### config.mk
export PLATFORM = sky130hd
export DESIGN_NAME = clock_set_ctrl
export DESIGN_NICKNAME = d
export VERILOG_FILES = /design/src/rtl/clock_set_ctrl.sv
export SDC_FILE = /design/constraint.sdc
export NUM_CORES = 1
export LEC_CHECK = 0
export CORE_AREA = 2 2 102 104
export DETAILED_ROUTE_END_ITERATION = 8
export DIE_AREA = 0 0 104 106
export PLACE_DENSITY = 0.77
export SLEW_MARGIN = 40
export SYNTH_ARGS = -nofsm -noshare
export SYNTH_HDL_FRONTEND = slang
export SYNTH_SLANG_ARGS = --single-unit
### constraint.sdc
create_clock -name CLK -period 2.52 [get_ports CLK]
set_clock_uncertainty 0.05 [all_clocks]
set_input_delay 0.63 -clock CLK [delete_from_list [all_inputs] [get_ports CLK]]
set_output_delay 0.63 -clock CLK [all_outputs]
set_load 0.02 [all_outputs]
### src/rtl/clock_set_ctrl.sv
// clock_set_ctrl
//   Front-panel controller for the digital clock's time-keeper. It debounces
//   three active-low push-buttons, runs the RUN/SET_MIN/SET_HOUR/SET_DAY
//   mode machine, and drives the time-keeper's level adjust requests plus a
//   blink enable for the field being set.
//
// Ports
//   CLK        in   system clock, all logic on posedge
//   Rst        in   synchronous active-high reset
//   KeyMode    in   raw mode button, active-low, asynchronous
//   KeyInc     in   raw increment button, active-low, asynchronous
//   KeyDisp    in   raw display-select button, active-low, asynchronous
//   DispDay    out  high selects day display
//   AdjustMin  out  level request to increment minutes
//   AdjustHour out  level request to increment hours
//   AdjustDay  out  level request to increment day
//   Mode       out  0 RUN, 1 SET_MIN, 2 SET_HOUR, 3 SET_DAY
//   Blink      out  blink enable for the field being set, 0 in RUN
module clock_set_ctrl #(
  parameter int unsigned DEB_CYC     = 1_000_000,
  parameter int unsigned TIMEOUT_CYC = 500_000_000,
  parameter int unsigned BLINK_CYC   = 12_500_000
) (
  input  logic       CLK,
  input  logic       Rst,
  input  logic       KeyMode,
  input  logic       KeyInc,
  input  logic       KeyDisp,
  output logic       DispDay,
  output logic       AdjustMin,
  output logic       AdjustHour,
  output logic       AdjustDay,
  output logic [1:0] Mode,
  output logic       Blink
);

  localparam int unsigned DW = (DEB_CYC > 1) ? $clog2(DEB_CYC) : 1;
  localparam int unsigned TW = (TIMEOUT_CYC > 1) ? $clog2(TIMEOUT_CYC) : 1;
  localparam int unsigned BW = (BLINK_CYC > 1) ? $clog2(BLINK_CYC) : 1;

  localparam logic [DW-1:0] DEB_LAST = DW'(DEB_CYC - 1);
  localparam logic [TW-1:0] TO_LAST  = TW'(TIMEOUT_CYC - 1);
  localparam logic [BW-1:0] BL_LAST  = BW'(BLINK_CYC - 1);

  localparam int unsigned K_MODE = 0;
  localparam int unsigned K_INC  = 1;
  localparam int unsigned K_DISP = 2;

  typedef enum logic [1:0] {
    RUN      = 2'd0,
    SET_MIN  = 2'd1,
    SET_HOUR = 2'd2,
    SET_DAY  = 2'd3
  } mode_e;

  // ---------------------------------------------------------------------
  // Key conditioning: 2-flop sync, debounce counter, registered press pulse
  // ---------------------------------------------------------------------
  logic [2:0]    key_raw;
  logic [2:0]    sync1_q, sync2_q;
  logic [2:0]    deb_q, deb_d;
  logic [2:0]    press_q, press_d;
  logic [DW-1:0] deb_cnt_q [3];
  logic [DW-1:0] deb_cnt_d [3];

  assign key_raw = {KeyDisp, KeyInc, KeyMode};

  // The press pulse is registered alongside the debounced level, so it is
  // high in the first cycle the debounced level reads 0.
  always_comb begin
    deb_d   = deb_q;
    press_d = '0;
    for (int unsigned k = 0; k < 3; k++) begin
      deb_cnt_d[k] = '0;
      if (sync2_q[k] != deb_q[k]) begin
        if (deb_cnt_q[k] == DEB_LAST) begin
          deb_d[k]   = sync2_q[k];
          press_d[k] = ~sync2_q[k];
        end else begin
          deb_cnt_d[k] = deb_cnt_q[k] + DW'(1);
        end
      end
    end
  end

  always_ff @(posedge CLK) begin
    if (Rst) begin
      sync1_q <= '1;
      sync2_q <= '1;
      deb_q   <= '1;
      press_q <= '0;
      for (int unsigned k = 0; k < 3; k++) deb_cnt_q[k] <= '0;
    end else begin
      sync1_q <= key_raw;
      sync2_q <= sync1_q;
      deb_q   <= deb_d;
      press_q <= press_d;
      for (int unsigned k = 0; k < 3; k++) deb_cnt_q[k] <= deb_cnt_d[k];
    end
  end

  // ---------------------------------------------------------------------
  // Mode FSM, idle timeout, arming, display toggle, blink
  // ---------------------------------------------------------------------
  mode_e         state_q, state_d;
  logic [TW-1:0] idle_q, idle_d;
  logic [BW-1:0] blink_cnt_q, blink_cnt_d;
  logic          arm_q, arm_d;
  logic          toggle_q, toggle_d;
  logic          blink_d;
  logic          adj_min_d, adj_hour_d, adj_day_d, disp_day_d;
  logic          inc_held;
  logic          mode_chg;
  logic          adj_ok;

  assign inc_held = ~deb_q[K_INC];

  always_comb begin
    state_d     = state_q;
    idle_d      = idle_q;
    arm_d       = arm_q;
    toggle_d    = toggle_q;
    blink_cnt_d = blink_cnt_q;
    blink_d     = Blink;

    // A mode press outranks the timeout; it also clears the idle counter.
    if (press_q[K_MODE]) begin
      case (state_q)
        RUN:      state_d = SET_MIN;
        SET_MIN:  state_d = SET_HOUR;
        SET_HOUR: state_d = SET_DAY;
        SET_DAY:  state_d = RUN;
      endcase
    end else if (state_q != RUN && idle_q == TO_LAST) begin
      state_d = RUN;
    end
    mode_chg = (state_d != state_q);

    if ((|press_q) || inc_held || state_q == RUN) begin
      idle_d = '0;
    end else if (idle_q != '1) begin
      idle_d = idle_q + TW'(1);
    end

    // Arm only after the increment key has been seen released in this mode.
    if (mode_chg) begin
      arm_d = 1'b0;
    end else if (!inc_held) begin
      arm_d = 1'b1;
    end

    if (press_q[K_DISP] && state_q == RUN) begin
      toggle_d = ~toggle_q;
    end

    if (mode_chg || state_d == RUN) begin
      blink_cnt_d = '0;
      blink_d     = 1'b0;
    end else if (blink_cnt_q == BL_LAST) begin
      blink_cnt_d = '0;
      blink_d     = ~Blink;
    end else begin
      blink_cnt_d = blink_cnt_q + BW'(1);
    end

    adj_ok     = arm_d & inc_held;
    adj_min_d  = (state_d == SET_MIN)  & adj_ok;
    adj_hour_d = (state_d == SET_HOUR) & adj_ok;
    adj_day_d  = (state_d == SET_DAY)  & adj_ok;

    case (state_d)
      RUN:     disp_day_d = toggle_d;
      SET_DAY: disp_day_d = 1'b1;
      default: disp_day_d = 1'b0;
    endcase
  end

  always_ff @(posedge CLK) begin
    if (Rst) begin
      state_q     <= RUN;
      idle_q      <= '0;
      arm_q       <= 1'b0;
      toggle_q    <= 1'b0;
      blink_cnt_q <= '0;
      Blink       <= 1'b0;
      AdjustMin   <= 1'b0;
      AdjustHour  <= 1'b0;
      AdjustDay   <= 1'b0;
      DispDay     <= 1'b0;
    end else begin
      state_q     <= state_d;
      idle_q      <= idle_d;
      arm_q       <= arm_d;
      toggle_q    <= toggle_d;
      blink_cnt_q <= blink_cnt_d;
      Blink       <= blink_d;
      AdjustMin   <= adj_min_d;
      AdjustHour  <= adj_hour_d;
      AdjustDay   <= adj_day_d;
      DispDay     <= disp_day_d;
    end
  end

  assign Mode = state_q;

endmodule

==> results.tsv <==
stage	metric	value	unit
logic_synthesis	top cells by area, synth	dfxtp_1 45%, xor2_1 7.6%, xnor2_1 6.4%, nor2_1 5.9%, nand3_1 3.7%	
clock_tree	worst-skew pair later-pin latency	0.53	ns
clock_tree	clock root buffer	clkbuf_8	
setup_path	Max stage delay on crit path	0.56	ns
logic_synthesis	ys async rst share	0	
logic_synthesis	cell with the most instances after synthesis	dfxtp_1	
final_layout	antenna cell count	0	
final_layout	Fillers	778	
sta	final setup vio count	0	
sta	setup TNS	0	ns
logic_synthesis	mux cell area share after synthesis	0.00500	
sta	post-route clock period utilization	0.994	
route	post-DR wirelength/cell	14.1	µm
die	Die Area	0.0110	mm²
die	Cell Rows	37	
logic_synthesis	simple-gate share of the synthesized area	0.309	
route	drt first-iter violations	199	
pwr	PwrDens	672	mW/mm²
sta	hold slack	0.367	ns
final_layout	Final Core Density	0.704	
global_route	initial antenna violation count	0	
die	Initial Utilization	0.601	
logic_synthesis	Synth Area in Adders	0.0167	
clock_tree	CTS tree	built	
logic_synthesis	post-synth top area cell	dfxtp_1	
logic_synthesis	EDFF count, synth	0	
pwr	Total Power	0.00473	W
status	status	finished, final reports clean	
die	Ports	12	
setup_path	crit path launch type	flip-flop	
clock_tree	TritonCTS buffer count	17	
sta	Slew Limit Fails	0	
logic_synthesis	Yosys reg bits	134	
global_route	largest net degree at the start of global routing	27	
route	DR vias	4843	
global_route	number of global-route vias before repair	4610	
sta	crit path time final	2.50	ns
logic_synthesis	Yosys cell types	47	
logic_synthesis	XOR/XNOR Fraction of Synth Area	0.140	
placement	number of port buffers	11	
logic_synthesis	Post-Synthesis Cells	680	
route	drt total wl	12100	µm
logic_synthesis	Yosys top cell area share	0.447	
die	die width	104	µm
clock_tree	clk sinks	134	
placement	Setup Slack @ Placement	-0.00356	ns
setup_path	required time of the critical path	2.88	ns
sta	final worst slack	0.0159	ns
setup_path	CP max-delay cell	or4_4	
clock_tree	H-Tree Depth	4	
final_layout	register area	0.00269	mm²
logic_synthesis	main combinational cell family by area after synthesis	simple AND/OR/NAND/NOR gates	
logic_synthesis	syn_nets	693	
pwr	Leakage	2.30	nW
sta	Worst slew margin	0.460	
global_route	gr ovfl total	0	
final_layout	layout cell share with drive strength beyond 1	0.114	
logic_synthesis	Syn Area/Cell	8.83	µm²
die	core area	0.0100	mm²
setup_path	Buf/Inv on CP	2	
run	Max Cap Viol	0	
route	vias per cell	5.62	
sta	final hold violations	0	
logic_synthesis	Main synth FF type	dfxtp_1	
pwr	Peak VDD IR	0.000444	V
logic_synthesis	post-synthesis compound-gate area fraction	0.0554	
setup_path	CP endpoint kind	flip-flop	
final_layout	area grow syn2layout	17.2	%
setup_path	Top Family by Delay on Critical Path	simple AND/OR/NAND/NOR gates	
route	drt first pass iters	4	
logic_synthesis	Seq/Total Area, Yosys	0.447	
min_path	HP Class	flip-flop to flip-flop	
placement	post-detail-place hpwl	8060	µm
global_route	first-pass GRT wire length	20600	µm
setup_path	CP Max Fanout	13	
logic_synthesis	Commonest cells post-synth	134 x dfxtp_1, 95 x nor2_1, 52 x xor2_1, 44 x nand3_1, 44 x xnor2_1	
final_layout	nets@finish	725	
setup_path	arrival time at the worst endpoint	2.86	ns
die	Die Y	106	µm
setup_path	CP Class	flip-flop to flip-flop	
clock_tree	deepest clock path buffer count	2	
logic_synthesis	synth warn	0	
sta	Worst-Margin Slew	0.802	ns
logic_synthesis	Mapped Area	0.00601	mm²
final_layout	area of the multi-input gates	0.00319	mm²
route	DRC	0	
setup_path	CP Cell Sequence	or4_4, or4_4, nor4_4, o31a_1, buf_4, clkbuf_16, nor3_1	
placement	routability cong.	0.863	
setup_path	most frequent CP cell	or4_4	
route	Post-DRT Antenna Nets	0	
clock_tree	clock transition at the registers of the reported paths	0.06	ns
global_route	Tot GR Track Use	0.230	
sta	FMAX	399	MHz
## state kept, by name, summed over array words and instances (netlist names)
name / count
deb_cnt_q: 60
idle_q: 29
blink_cnt_q: 24
deb_q: 3
press_q: 3
sync1_q: 3
sync2_q: 3
Mode: 2
AdjustDay: 1
AdjustHour: 1
AdjustMin: 1
Blink: 1
DispDay: 1
arm_q: 1
toggle_q: 1
## layout by cell type (no fill, tap or decap), types with 7 or more instances in the layout
cell type	Yosys	final
dfxtp_1	134	130
nor2_1	95	95
xor2_1	52	52
xnor2_1	44	44
nand3_1	44	44
nand2_1	43	43
nor3_1	39	39
nand4_1	30	30
and3_1	20	20
buf_4	1	19
clkbuf_16	0	18
nor4_1	18	17
a21oi_1	16	16
inv_1	14	14
o21ai_0	15	13
clkdlybuf4s50_1	0	11
and2_1	10	10
or3_1	10	10
and4_1	9	9
or2_2	8	8
ha_1	8	7
## timing repair
item	CTS	global route
cloned	0	2
buffers inserted	0	3
gates resized for setup	1	12
hold buffers	0	0
endpoints found under the setup margin	1	13
pin swaps	0	5
## cell families (layout without fill, tap and decap cells)
| group | after synthesis | after routing |
|---|---|---|
| simple gates | 352 | 352 |
| mux | 3 | 3 |
| fa+ha+maj | 8 | 8 |
| compound gates | 53 | 53 |
| xor+xnor | 96 | 96 |
| buf+inv | 34 | 79 |
| flops | 134 | 134 |
## cell type report
| cell class | count | share of cell area |
|---|---|---|
| flip-flops and latches | 134 | 0.382 |
| inverters | 14 | 0.00747 |
| repair buffers | 33 | 0.0459 |
| multi-input cells | 512 | 0.453 |
| well taps | 136 | 0.0242 |
| clock buffers | 18 | 0.0608 |
| clock inverters | 14 | 0.0270 |
## final timing paths
path	from	end	slack [ns]	cells after the start
worst max-delay path	idle_q[11]$_SDFFE_PP0P_	blink_cnt_q[9]$_SDFF_PP0_	0.02	7
worst max register to register	idle_q[11]$_SDFFE_PP0P_	blink_cnt_q[9]$_SDFF_PP0_	0.02	7
worst min register to register	sync1_q[0]$_SDFF_PP1_	sync2_q[0]$_SDFF_PP1_	0.37	1
worst min-delay path	sync1_q[0]$_SDFF_PP1_	sync2_q[0]$_SDFF_PP1_	0.37	1
## report_power, final
part / internal, W / leakage (nW) / switching, W / total [W]
logic: 0.0000157 / 0.912 / 0.0000235 / 0.0000392
registers: 0.00212 / 1.08 / 0.00000392 / 0.00213
clock network: 0.00157 / 0.301 / 0.000997 / 0.00256
## layer usage
| layer | GRT usage | part of all wire | up-vias |
|---|---|---|---|
| met5 | 0 | 0 | - |
| li1 | - | - | 2462 |
| met1 | 0.280 | 0.46 | 2290 |
| met4 | 0.100 | 0.016 | 0 |
| met2 | 0.386 | 0.49 | 75 |
| met3 | 0.0613 | 0.036 | 16 |
## through the flow
stage	area, µm²	instances
2_1_floorplan	6010	680
3_3_place_gp	6310	824
4_1_cts	6940	856
6_report	7040	861
3_5_place_dp	6310	824
5_1_grt	7040	861
Power figures use the tool's default switching activity.
